$ cat src/rtl/addsub_arbiter.sv
// addsub_arbiter
//   Round-robin arbiter that shares one external add/sub unit among NREQ
//   requesters. A granted operation is issued to the unit. The unit is given
//   SETTLE cycles to settle. Its result is then captured and returned to the
//   requester that owns it.
//
// Parameters
//   NREQ    number of requester ports
//   SETTLE  settle cycles allowed for the add/sub unit (1..15)
//
// Ports
//   clk, rst                 clock, asynchronous active-high reset
//   req/sub [NREQ]           request level and subtract select per requester
//   op_a/op_b [16*NREQ]      packed operands, requester k at [16k+15:16k]
//   err_clr [NREQ]           clear strobe for err_sticky
//   gnt [NREQ]               one-cycle acceptance pulse
//   rsp_valid [NREQ]         one-cycle result pulse to the owner
//   rsp_data/cout/invalid    captured unit result, held until next capture
//   err_sticky [NREQ]        sticky invalid flag per requester
//   busy                     high whenever not IDLE
//   au_sub/in1/in2/cin       operation presented to the add/sub unit
//   au_out/cout/invalid      result returned by the add/sub unit
//
// state | meaning
// ------+---------------------------------------------------------------
// IDLE  | no operation in flight; arbitrate among req
// WAIT  | operands issued to the unit; count down the settle time
// DONE  | result captured; pulse rsp_valid to the owner, update last
module addsub_arbiter #(
  parameter int NREQ   = 4,
  parameter int SETTLE = 1
) (
  input  logic                 clk,
  input  logic                 rst,
  input  logic [NREQ-1:0]      req,
  input  logic [NREQ-1:0]      sub,
  input  logic [16*NREQ-1:0]   op_a,
  input  logic [16*NREQ-1:0]   op_b,
  input  logic [NREQ-1:0]      err_clr,
  output logic [NREQ-1:0]      gnt,
  output logic [NREQ-1:0]      rsp_valid,
  output logic [15:0]          rsp_data,
  output logic                 rsp_cout,
  output logic                 rsp_invalid,
  output logic [NREQ-1:0]      err_sticky,
  output logic                 busy,
  output logic                 au_sub,
  output logic [15:0]          au_in1,
  output logic [15:0]          au_in2,
  output logic                 au_cin,
  input  logic [15:0]          au_out,
  input  logic                 au_cout,
  input  logic                 au_invalid
);

  localparam int          IDXW       = (NREQ > 1) ? $clog2(NREQ) : 1;
  localparam logic [3:0]  SETTLE_CNT = 4'(SETTLE);

  typedef enum logic [1:0] {
    IDLE = 2'd0,
    WAIT = 2'd1,
    DONE = 2'd2
  } state_t;

  state_t            state_q, state_d;
  logic [IDXW-1:0]   last_q, last_d;
  logic [IDXW-1:0]   owner_q, owner_d;
  logic [3:0]        cnt_q, cnt_d;
  logic [NREQ-1:0]   gnt_q, gnt_d;
  logic [NREQ-1:0]   rsp_valid_q, rsp_valid_d;
  logic [NREQ-1:0]   err_sticky_q, err_sticky_d;
  logic              au_sub_q, au_sub_d;
  logic [15:0]       au_in1_q, au_in1_d;
  logic [15:0]       au_in2_q, au_in2_d;
  logic [15:0]       rsp_data_q, rsp_data_d;
  logic              rsp_cout_q, rsp_cout_d;
  logic              rsp_invalid_q, rsp_invalid_d;

  logic [15:0]       op_a_arr [NREQ];
  logic [15:0]       op_b_arr [NREQ];
  logic              pick_found;
  logic [IDXW-1:0]   pick_idx;
  logic [IDXW-1:0]   cand_idx;
  int                cand;
  logic [NREQ-1:0]   pick_oh;
  logic [NREQ-1:0]   owner_oh;

  always_comb begin
    for (int k = 0; k < NREQ; k++) begin
      op_a_arr[k] = op_a[16*k +: 16];
      op_b_arr[k] = op_b[16*k +: 16];
    end
  end

  // Round-robin search starting one past the last served requester.
  always_comb begin
    pick_found = 1'b0;
    pick_idx   = '0;
    cand       = 0;
    cand_idx   = '0;
    for (int i = 1; i <= NREQ; i++) begin
      cand     = (int'(last_q) + i) % NREQ;
      cand_idx = IDXW'(cand);
      if (!pick_found && req[cand_idx]) begin
        pick_found = 1'b1;
        pick_idx   = cand_idx;
      end
    end
  end

  always_comb begin
    pick_oh            = '0;
    pick_oh[pick_idx]  = 1'b1;
    owner_oh           = '0;
    owner_oh[owner_q]  = 1'b1;
  end

  always_comb begin
    state_d       = state_q;
    last_d        = last_q;
    owner_d       = owner_q;
    cnt_d         = cnt_q;
    gnt_d         = '0;
    rsp_valid_d   = '0;
    au_sub_d      = au_sub_q;
    au_in1_d      = au_in1_q;
    au_in2_d      = au_in2_q;
    rsp_data_d    = rsp_data_q;
    rsp_cout_d    = rsp_cout_q;
    rsp_invalid_d = rsp_invalid_q;
    // A set on the capture edge is applied after the clear, so it wins.
    err_sticky_d  = err_sticky_q & ~err_clr;

    case (state_q)
      IDLE: begin
        if (pick_found) begin
          au_sub_d = sub[pick_idx];
          au_in1_d = op_a_arr[pick_idx];
          au_in2_d = op_b_arr[pick_idx];
          cnt_d    = SETTLE_CNT;
          owner_d  = pick_idx;
          gnt_d    = pick_oh;
          state_d  = WAIT;
        end
      end
      WAIT: begin
        // <= 1 rather than == 1 so an out-of-range SETTLE of 0 cannot wrap.
        if (cnt_q <= 4'd1) begin
          rsp_data_d    = au_out;
          rsp_cout_d    = au_cout;
          rsp_invalid_d = au_invalid;
          rsp_valid_d   = owner_oh;
          if (au_invalid) begin
            err_sticky_d[owner_q] = 1'b1;
          end
          state_d = DONE;
        end else begin
          cnt_d = cnt_q - 4'd1;
        end
      end
      DONE: begin
        last_d  = owner_q;
        state_d = IDLE;
      end
      default: begin
        state_d = IDLE;
      end
    endcase
  end

  always_ff @(posedge clk or posedge rst) begin
    if (rst) begin
      state_q       <= IDLE;
      last_q        <= IDXW'(NREQ - 1);
      owner_q       <= '0;
      cnt_q         <= '0;
      gnt_q         <= '0;
      rsp_valid_q   <= '0;
      err_sticky_q  <= '0;
      au_sub_q      <= 1'b0;
      au_in1_q      <= 16'h0000;
      au_in2_q      <= 16'h0000;
      rsp_data_q    <= 16'h0000;
      rsp_cout_q    <= 1'b0;
      rsp_invalid_q <= 1'b0;
    end else begin
      state_q       <= state_d;
      last_q        <= last_d;
      owner_q       <= owner_d;
      cnt_q         <= cnt_d;
      gnt_q         <= gnt_d;
      rsp_valid_q   <= rsp_valid_d;
      err_sticky_q  <= err_sticky_d;
      au_sub_q      <= au_sub_d;
      au_in1_q      <= au_in1_d;
      au_in2_q      <= au_in2_d;
      rsp_data_q    <= rsp_data_d;
      rsp_cout_q    <= rsp_cout_d;
      rsp_invalid_q <= rsp_invalid_d;
    end
  end

  assign gnt         = gnt_q;
  assign rsp_valid   = rsp_valid_q;
  assign rsp_data    = rsp_data_q;
  assign rsp_cout    = rsp_cout_q;
  assign rsp_invalid = rsp_invalid_q;
  assign err_sticky  = err_sticky_q;
  assign busy        = (state_q != IDLE);
  assign au_sub      = au_sub_q;
  assign au_in1      = au_in1_q;
  assign au_in2      = au_in2_q;
  assign au_cin      = 1'b0;

endmodule

$ cat config.mk
export PLATFORM = sky130hd
export DESIGN_NAME = addsub_arbiter
export DESIGN_NICKNAME = d
export VERILOG_FILES = /design/src/rtl/addsub_arbiter.sv
export SDC_FILE = /design/constraint.sdc
export NUM_CORES = 1
export LEC_CHECK = 0
export CORE_MARGIN = 2
export CORE_UTILIZATION = 36
export CTS_BUF_LIST = sky130_fd_sc_hd__clkbuf_8
export CTS_CLUSTER_SIZE = 14
export DETAILED_ROUTE_END_ITERATION = 12
export MAX_ROUTING_LAYER = met4
export PLACE_DENSITY = 0.82
export SYNTH_ARGS = -nofsm -noshare
export SYNTH_HDL_FRONTEND = slang
export SYNTH_SLANG_ARGS = --single-unit
$ cat constraint.sdc
create_clock -name clk -period 2.32 [get_ports clk]
set_input_delay 0.464 -clock clk [delete_from_list [all_inputs] [get_ports clk]]
set_output_delay 0.464 -clock clk [all_outputs]
set_load 0.05 [all_outputs]
==> out/summary.txt <==
Crit path cell chain - clkdlybuf4s50_1 -> buf_4 -> o211a_1 -> o21ai_1 -> a2111oi_0 -> buf_4
Num CTS Buffers - 9
Final Instance Area - 0.006614 mm^2
FFs w/ async S/R, synth - 100.0%
Post-CTS Setup Bufs - 0
Row Count - 38
Cells after DPL - 760
CTS tree - built
Hold slack - 0.5039 ns
Met3 routed WL - 1.203 mm
Seq cells post-synth - 73
DP Area - 0.006407 mm^2
Post-DRT Antenna Nets - 0
Die area - 0.01190 mm^2
RSZ-0062 raised after global routing - false
# diodes - 0
Clk Latency, worst-skew pair - 0.36 ns
Cell taking the most area after synthesis - dfrtp_1
Worst-Margin Slew - 1.066 ns
Gpl congestion - 0.8325
Cell repeated most along the worst path - buf_4
Largest net degree at the start of global routing - 74
Layout area overhead - 66.38%
Crit path launch type - primary input
Register area - 0.001829 mm^2
Worst Path Required - 2.62 ns
Pre-CTS setup slack - -0.1146 ns
All-Layer GR Usage - 24.31%
Worst Setup Path Type - primary input to flip-flop
Clock-pin slew on the worst setup and hold paths - 0.08 ns
Clock sinks - 73
Via count - 4249
Post-Syn Area per Cell - 9.672 um^2
Die Span X - 109.1 um
Fillers - 911
IO Port Bufs - 223
Core footprint - 0.01079 mm^2
Via density - 5.476
DP Wirelength - 10.26 mm
Clock skew - 0.007405 ns
CTS max path bufs - 2
Worst Path Max Fanout - 21
Min-Delay Path Class - primary input to async pin
Fin. max-slew vios - 0
Synth unique cells - 46
Crit share post-route - 92.00%
Multi-input gate area - 0.001892 mm^2
CTS H-tree lvls - 3
Status - finished, final reports clean
Register area share after synthesis - 46.02%
Slew margin rel. - 28.76%
Top Layer Used - met4
CP max stage cell - clkdlybuf4s50_1
Primary FF master, synth - dfrtp_1
Slowest stage delay, CP - 0.66 ns
Most common cell after layout, fill and taps aside - clkdlybuf4s50_1
Nets - 793
Die Height - 109.1 um
PnR worst setup slack - 0.1855 ns
# IOs - 225
Yosys warns - 0
Synth top area share - 44.70%
Peak VDD IR - 0.7715 mV
Ratio of cells with drive above 1 in the final layout - 11.32%
Critical path arrival - 2.44 ns
First-pass GRT wire length - 21.63 mm
Global route total overflow - 0
Final wirelength - 14.07 mm
Max Freq - 0.4685 GHz
Post-route DRC - 0
Setup Viol. Count Final - 0
Crit path time final - 2.135 ns
Post-layout utilization of the core - 61.28%
Vias in the first global route - 4385
Mapped Cells - 411
Fin cells - 776
Initial Util - 36.83%
Area of the mapped netlist - 0.003975 mm^2
WL/cell - 18.13 um
Max-cap violation count - 0
Leak - 2.581 nW
1st-pass router iterations - 4
Worst Setup End Kind - flip-flop
Final Hold Fails - 0
Initial antenna violation count - 0
Leading post-synthesis cells by cell area - dfrtp_1, a31oi_1, a32oi_1
Met1 wire length - 5.504 mm
Initial drt markers - 203
WL met2 - 7.134 mm
Most frequent cells in the layout - clkdlybuf4s50_1, dfrtp_1, a31oi_1, nor2_1, o21ai_0
CTS root buffer - clkbuf_8
PD cells - 1400 mW/mm^2
Syn Nets - 573
Number of enable flip-flop cells after synthesis - 0
-- cells by family after synthesis --
kind of cell	after synthesis	synth area share (%)
other cells	1	0.09434
mux	20	5.666
xor+xnor	2	0.4407
buf+inv	52	6.988
simple gates	105	13.54
compound gates	156	26.63
flops	73	46.02
fa+ha+maj	2	0.6294
-- flip-flops by register name (all words and copies together) (netlist names) --
| name | flops |
|---|---|
| au_in2 | 16 |
| au_in1 | 16 |
| au_sub | 1 |
| rsp_invalid | 1 |
| rsp_valid | 4 |
| rsp_cout | 1 |
| cnt_q | 4 |
| rsp_data | 16 |
| gnt | 4 |
| last_q | 2 |
| err_sticky | 4 |
| state_q | 2 |
| owner_q | 2 |
-- critical path, delay by kind of cell --
kind | cells | cell delay (ns)
AO/OA/AOI/OAI | 3 | 0.81
buffers and inverters | 3 | 1.16
-- layer usage --
| layer | track usage (%) | vias up |
|---|---|---|
| met1 | 28.36 | 2030 |
| met4 | 8.791 | 0 |
| li1 | - | 1975 |
| met3 | 5.439 | 22 |
| met5 | - | - |
| met2 | 41.08 | 222 |
-- power by group --
part / internal [mW] / total, mW / switching [mW] / leakage [nW]
Clock: 0.518 / 1.08 / 0.558 / 0.103
Combinational: 2.23 / 5.88 / 3.65 / 1.61
Sequential: 1.90 / 2.31 / 0.406 / 0.867
Total: 4.65 / 9.26 / 4.61 / 2.58
-- layout make-up --
type | instances | share of cell area [%]
repair buffers | 249 | 37.25
flip-flops and latches | 73 | 27.66
well taps | 140 | 2.649
clock buffers | 9 | 1.873
inverters | 12 | 0.7000
multi-input cells | 286 | 28.60
clock inverters | 7 | 1.267
-- synth_stat cells, types with 2 or more instances --
cell	n
o22ai_1	2
xor2_1	2
nor2_1	41
a31oi_1	66
and2_0	3
inv_1	12
clkbuf_1	15
a32oi_1	33
and3_1	4
and2_1	30
o21ai_1	2
o32ai_1	2
nand2_1	8
nor3_1	4
ha_1	2
o31ai_1	2
dfstp_2	2
buf_2	15
dfrtp_1	71
buf_6	7
nand2b_1	8
buf_4	3
o21ai_0	35
mux2_2	20
-- through the flow --
| step | total power, mW | setup TNS (ns) |
|---|---|---|
| 2_1_floorplan | 6.150 | 0 |
| 3_3_place_gp | 8.058 | -0.1495 |
| 3_5_place_dp | 8.217 | -2.202 |
| 4_1_cts | 9.302 | 0 |
| 5_1_grt | 9.778 | 0 |
| 6_report | 9.262 | 0 |
-- what timing repair did --
item,4_1_cts,5_1_grt
resized for setup,1,0
endpoints found under the setup margin,1,0
hold buffers,0,0
-- path summary, 6_finish.rpt --
check	start	end	slack, ns	cells past startpoint
worst max register to register	last_q[0]$_DFFE_PP1N_	au_in1[8]$_DFFE_PP0P_	0.23	4
max in group asynchronous	rst	last_q[1]$_DFFE_PP1N_	1.48	3
min in group clk	rsp_data[12]$_DFFE_PP0P_	rsp_data[12]$_DFFE_PP0P_	0.52	1
worst max-delay path	req[1]	gnt[0]$_DFF_PP0_	0.19	6
worst min-delay path	rst	au_in2[2]$_DFFE_PP0P_	0.50	3
worst min register to register	rsp_data[12]$_DFFE_PP0P_	rsp_data[12]$_DFFE_PP0P_	0.52	1
No activity file was read; power rests on OpenSTA's default activity.
